==> config.mk <==
export PLATFORM = sky130hd
export DESIGN_NAME = seg7_dynamic_to_static
export DESIGN_NICKNAME = d
export VERILOG_FILES = /design/src/rtl/seg7_pkg.sv /design/src/rtl/seg7_digit_slot.sv /design/src/rtl/seg7_dynamic_to_static.sv
export SDC_FILE = /design/constraint.sdc
export NUM_CORES = 1
export LEC_CHECK = 0
export ABC_AREA = 0
export BUFFER_PORTS_ARGS = -buffer_cell sky130_fd_sc_hd__buf_2
export CORE_MARGIN = 2
export CORE_UTILIZATION = 60
export CTS_CLUSTER_DIAMETER = 80
export CTS_CLUSTER_SIZE = 40
export DETAILED_ROUTE_END_ITERATION = 8
export PLACE_DENSITY = 0.89
export SYNTH_ARGS = -nofsm -noshare
export SYNTH_HDL_FRONTEND = slang
export SYNTH_HIERARCHICAL = 1
export SYNTH_SLANG_ARGS = --single-unit
==> constraint.sdc <==
create_clock -name clk -period 10.8 [get_ports clk]
set_input_delay 0.54 -clock clk [delete_from_list [all_inputs] [get_ports clk]]
set_output_delay 0.54 -clock clk [all_outputs]
set_load 0.01 [all_outputs]
==> src/rtl/seg7_pkg.sv <==
`default_nettype none
// ============================================================================
//  Module   : seg7_pkg
//  Brief    : Shared segment index constants, types and the conversion from
//             the multiplexed abcdefgh bus to a static g..a digit pattern.
//  Revision : 1.0 - initial release
// ============================================================================
package seg7_pkg;

    // Bit positions inside a static digit pattern (a = LSB, g = MSB)
    localparam int SEG_A = 0;
    localparam int SEG_B = 1;
    localparam int SEG_C = 2;
    localparam int SEG_D = 3;
    localparam int SEG_E = 4;
    localparam int SEG_F = 5;
    localparam int SEG_G = 6;
    // Position of the decimal point on the abcdefgh bus
    localparam int SEG_DP = 0;

    typedef logic [6:0] seg7_t;

    typedef struct packed {
        logic  dp;
        seg7_t seg;
    } seg7_dp_t;

    // abcdefgh carries a at the MSB; static digits want a at the LSB
    function automatic seg7_dp_t abcdefgh_to_seg(input logic [7:0] abcdefgh);
        seg7_dp_t r;
        r.seg[SEG_A] = abcdefgh[7];
        r.seg[SEG_B] = abcdefgh[6];
        r.seg[SEG_C] = abcdefgh[5];
        r.seg[SEG_D] = abcdefgh[4];
        r.seg[SEG_E] = abcdefgh[3];
        r.seg[SEG_F] = abcdefgh[2];
        r.seg[SEG_G] = abcdefgh[1];
        r.dp         = abcdefgh[SEG_DP];
        return r;
    endfunction

endpackage
`default_nettype wire

==> src/rtl/seg7_digit_slot.sv <==
`default_nettype none
// ============================================================================
//  Module   : seg7_digit_slot
//  Brief    : One sticky digit: holds the last captured abcdefgh pattern and
//             counts 1 ms ticks since the last capture to flag staleness.
//  Revision : 1.0 - initial release
// ============================================================================
module seg7_digit_slot #(
    parameter int STALE_MS = 100
) (
    input  logic       clk,
    input  logic       rst_n,
    input  logic       i_capture,
    input  logic       i_tick,
    input  logic [7:0] i_pattern,
    output logic [7:0] o_pattern,
    output logic       o_stale
);

    localparam int                 c_cnt_w   = (STALE_MS < 1) ? 1 : $clog2(STALE_MS + 1);
    localparam logic [c_cnt_w-1:0] c_cnt_max = c_cnt_w'(STALE_MS);
    localparam logic [c_cnt_w-1:0] c_cnt_pre = c_cnt_w'(STALE_MS - 1);

    logic [7:0]         r_pattern;
    logic [c_cnt_w-1:0] r_cnt;
    logic               r_stale;

    // Sticky pattern store: updated only on edges where this digit is selected
    always_ff @(posedge clk or negedge rst_n) begin
        if (!rst_n) begin
            r_pattern <= '0;
        end else if (i_capture) begin
            r_pattern <= i_pattern;
        end
    end

    // Age counter: capture clears it (and wins over a coincident tick),
    // ticks advance it up to the saturation point where the digit is stale.
    // The stale flag starts set because nothing has been captured yet.
    always_ff @(posedge clk or negedge rst_n) begin
        if (!rst_n) begin
            r_cnt   <= '0;
            r_stale <= 1'b1;
        end else if (i_capture) begin
            r_cnt   <= '0;
            r_stale <= 1'b0;
        end else if (i_tick && (r_cnt != c_cnt_max)) begin
            r_cnt <= r_cnt + 1'b1;
            if (r_cnt == c_cnt_pre) begin
                r_stale <= 1'b1;
            end
        end
    end

    assign o_pattern = r_pattern;
    assign o_stale   = r_stale;

endmodule
`default_nettype wire

==> src/rtl/seg7_dynamic_to_static.sv <==
`default_nettype none
// ============================================================================
//  Module   : seg7_dynamic_to_static
//  Brief    : Converts the time-multiplexed abcdefgh/digit bus into static
//             per-digit segment drive with PWM dimming, stale-digit blanking
//             and selectable output polarity. All outputs are registered.
//  Revision : 1.0 - initial release
// ============================================================================
module seg7_dynamic_to_static
    import seg7_pkg::*;
#(
    parameter int CLK_MHZ        = 50,
    parameter int W_DIGIT        = 8,
    parameter int SEG_ACTIVE_LOW = 1,
    parameter int DP_ACTIVE_LOW  = 0,
    parameter int W_BRIGHT       = 4,
    parameter int STALE_MS       = 100
) (
    input  logic                   clk,
    input  logic                   rst_n,
    input  logic [7:0]             abcdefgh,
    input  logic [W_DIGIT-1:0]     digit,
    input  logic [W_BRIGHT-1:0]    brightness,
    input  logic                   stale_blank,
    output logic [W_DIGIT*7-1:0]   seg_out,
    output logic [W_DIGIT-1:0]     dp_out,
    output logic [W_DIGIT-1:0]     stale
);

    localparam int                   c_pre_cnt = CLK_MHZ * 1000;
    localparam int                   c_pre_w   = (c_pre_cnt < 2) ? 1 : $clog2(c_pre_cnt);
    localparam logic [c_pre_w-1:0]   c_pre_max = c_pre_w'(c_pre_cnt - 1);
    // XOR masks turning the internal 1 = lit convention into pin polarity
    localparam logic [W_DIGIT*7-1:0] c_seg_inv = {(W_DIGIT*7){(SEG_ACTIVE_LOW != 0)}};
    localparam logic [W_DIGIT-1:0]   c_dp_inv  = {W_DIGIT{(DP_ACTIVE_LOW != 0)}};

    logic [c_pre_w-1:0]   r_pre;
    logic                 w_tick;
    logic [W_BRIGHT-1:0]  r_pwm;
    logic [W_BRIGHT-1:0]  r_bright;
    logic [W_BRIGHT-1:0]  w_bright_eff;
    logic                 w_pwm_on;
    logic [W_DIGIT*7-1:0] w_seg_next;
    logic [W_DIGIT-1:0]   w_dp_next;

    // 1 ms timebase: single-cycle tick on the cycle the prescaler wraps
    always_ff @(posedge clk or negedge rst_n) begin
        if (!rst_n) begin
            r_pre <= '0;
        end else if (r_pre == c_pre_max) begin
            r_pre <= '0;
        end else begin
            r_pre <= r_pre + 1'b1;
        end
    end

    assign w_tick = (r_pre == c_pre_max);

    // Free-running PWM phase counter with an explicit wrap to zero
    always_ff @(posedge clk or negedge rst_n) begin
        if (!rst_n) begin
            r_pwm <= '0;
        end else if (r_pwm == {W_BRIGHT{1'b1}}) begin
            r_pwm <= '0;
        end else begin
            r_pwm <= r_pwm + 1'b1;
        end
    end

    // Brightness is sampled only at the start of a PWM period
    always_ff @(posedge clk or negedge rst_n) begin
        if (!rst_n) begin
            r_bright <= '0;
        end else if (r_pwm == '0) begin
            r_bright <= brightness;
        end
    end

    // In the first slot of a period the freshly sampled value already applies
    assign w_bright_eff = (r_pwm == '0) ? brightness : r_bright;
    assign w_pwm_on     = (&w_bright_eff) || (r_pwm < w_bright_eff);

    for (genvar gi = 0; gi < W_DIGIT; gi++) begin : g_slot
        logic [7:0] w_pattern;
        seg7_dp_t   w_conv;
        logic       w_show;

        seg7_digit_slot #(
            .STALE_MS (STALE_MS)
        ) u_slot (
            .clk       (clk),
            .rst_n     (rst_n),
            .i_capture (digit[gi]),
            .i_tick    (w_tick),
            .i_pattern (abcdefgh),
            .o_pattern (w_pattern),
            .o_stale   (stale[gi])
        );

        assign w_conv                 = abcdefgh_to_seg(w_pattern);
        assign w_show                 = w_pwm_on && !(stale[gi] && stale_blank);
        assign w_seg_next[7*gi +: 7]  = w_show ? w_conv.seg : 7'b0;
        assign w_dp_next[gi]          = w_show & w_conv.dp;
    end

    // Registered, polarity-corrected pin drive; dark at reset
    always_ff @(posedge clk or negedge rst_n) begin
        if (!rst_n) begin
            seg_out <= c_seg_inv;
            dp_out  <= c_dp_inv;
        end else begin
            seg_out <= w_seg_next ^ c_seg_inv;
            dp_out  <= w_dp_next ^ c_dp_inv;
        end
    end

endmodule
`default_nettype wire
==> reports/metrics.csv <==
metric,value,unit
initial drt markers,633,
Yosys top cell area share,0.377,
average vias per placed instance,6.22,
CTS Root Cell,clkbuf_16,
Crit-path slowest cell,o311ai_4,
synth-to-layout area growth,9.37,%
Routed WL per cell,18.7,um
vias in the first global route,6869,
Final Wtd Congestion,0.841,
CP max FO,31,
Place WS,7650,ps
initial antenna violation count,0,
largest net degree at the start of global routing,83,
Post-synth EDFFs,0,
detailed-route DRC error count,0,
I/O pin count,95,
"Hold Violations, Final",0,
sequential cell fraction of total power,0.592,
cell breakdown of the critical path,inv_1 -> ha_1 -> nor3b_4 -> mux2i_1 -> ha_1 -> o311ai_4 -> buf_4 -> a32oi_1,
TritonCTS clock tree,yes,
Initial Util,0.611,
CTS buffer count,11,
Syn Nets,890,
Final Worst Setup Slack,7580,ps
Worst EP required,11160,ps
"commonest non-fill, non-tap cell in the layout",dfrtp_1,
share of layout cells above drive strength 1,0.293,
first-pass GRT wire length,34800,um
Critical Path Source Type,register,
most area-hungry cell type in the Yosys netlist,dfrtp_1,
port bufs,94,
die area,17900,um^2
net total in the final layout,956,
fin. max-slew vios,0,
HPWL after detailed placement,13700,um
Max Cap Violations,0,
"CP delay by family, top",compound AO/OA/AOI/OAI gates,
Setup TNS,0,ps
"Top cell by count, worst path",ha_1,
crit-path max cell delay,900,ps
highest ir drop seen on vdd,102,uV
worst clock skew,42.0,ps
# hold bufs at CTS,0,
CTS sink count,216,
combinational fraction of design power,0.099,
Psw,0.388,mW
clk buf depth,3,
RSZ-0062 raised after global routing,false,
fin area,11000,um^2
fraction of registers with async set/reset,1.00,
Die Height,134,um
Hold WS,84.8,ps
Inst Count DP,1119,
GRT Total Usage,0.239,
FF-to-FF setup slack,7580,ps
drt pass-1 iters,5,
Antenna Violating Nets Remaining,0,
worst hold path class,input port to asynchronous set/reset pin,
run status,finished clean,
# diodes,0,
pwr dens,139,nW/um^2
Ys Warns,6,
synth unique cells,55,
row cnt,47,
"Avg Cell Area, Syn",11.9,um^2
worst path bufs/invs,2,
Worst Tran Pin Value,1050,ps
top cells by area in the synthesized netlist,"dfrtp_1 (38%), dfstp_2 (17%), mux2_2 (5.6%), a32oi_1 (4.9%), and3_1 (3.7%)",
LEAKAGE,4.61,nW
clk slew on worst S/H paths,130,ps
grt ovf,0,
total core area,16500,um^2
"Cell Area, Synth",10100,um^2
Tmin final,3220,ps
worst skew pair latency,490,ps
Arrival @ worst endpoint,3580,ps
P_int,1.14,mW
Gate Count Post-Synth,846,
post-route non-filler standard cell count,1136,
Post-CTS Repair Setup Buffers,0,
Synth Flop Type,dfrtp_1,
flip-flop and latch count after synthesis,216,
die width,134,um
post_cts resized,0,
Tcrit/Tclk final,0.298,
Clk pwr share,0.309,
sw frac,0.253,
Max H-tree Level,1,
sequential cell area fraction in the yosys report,0.543,
Max Fclk,311,MHz
placed cell area,10700,um^2
critical path class,register to register,
final WL,21200,um
DR vias,7064,
Worst slew margin,0.297,
CP Capture Type,register,
setup violators final,0,
most frequent cells in the layout,"dfrtp_1 (152), buf_2 (93), dfstp_2 (64)",
## cell usage after synthesis (14+ instances only)
cell type	number
a21oi_1	33
a32oi_1	56
and3_1	59
buf_2	22
clkbuf_1	17
dfrtp_1	152
dfstp_2	64
ha_1	21
inv_1	40
mux2_1	21
mux2_2	50
nand2_1	27
nand2b_1	16
nand3_1	37
nor2_1	44
o21ai_0	18
or3_1	18
xor2_1	14
## per-layer routing
layer / GRT usage / vias up / routed length [um]
met1: 0.336 / 3566 / 9180
li1: - / 3259 / -
met2: 0.396 / 198 / 10400
met4: 0.0721 / 0 / 587
met3: 0.0270 / 41 / 1010
met5: 0 / - / 0
## flip-flops by register name, summed over array words and instances, names as in the netlist
register	count
r_bright	4
dp_out	8
g_slot.u_slot/o_pattern	64
r_pwm	4
g_slot.u_slot/o_stale	8
g_slot.u_slot/r_cnt	56
r_pre	16
seg_out	56
## area by class of cell
| class | instances | area [um^2] |
|---|---|---|
| flip-flops and latches | 216 | 5490 |
| fillers | 1190 | 5480 |
| multi-input cells | 542 | 4250 |
| repair buffers | 101 | 532 |
| clock buffers | 11 | 275 |
| well taps | 220 | 275 |
| inverters | 40 | 150 |
| clock inverters | 6 | 76.3 |
## power groups by stage
stage	clock network [mW]	logic (mW)	registers, mW
after floorplan	0	0.0735	0.927
after global placement	0	0.148	0.920
after detailed placement	0	0.154	0.921
after CTS	0.480	0.154	0.907
after global routing	0.515	0.167	0.913
final	0.473	0.152	0.908
## path summary, 6_finish.rpt
kind	start	to	cells after the start
worst max-delay path	r_pwm[0]	seg_out[33]	8
worst min-delay path	rst_n	dp_out[7]	1
worst max register to register	r_pwm[0]	seg_out[33]	8
worst min register to register	g_slot[0].u_slot/o_pattern[2]	seg_out[5]	1
max in group asynchronous	rst_n	g_slot[1].u_slot/o_pattern[5]	2
min in group clk	brightness[2]	r_bright[2]	3
## cells by family after synthesis
kind of cell	count (synthesis)	synth area share
simple gates	249	0.142
flops	216	0.543
compound gates	162	0.129
mux	91	0.102
buf+inv	88	0.0403
fa+ha+maj	21	0.0260
xor+xnor	19	0.0165
## through the flow
step,total power [mW],utilization
after detailed placement,1.07,0.647
after floorplan,1.00,-
final,1.53,0.668
after global routing,1.60,0.668
after CTS,1.54,0.668
after global placement,1.07,0.647
(Power assumes the default switching activity.)
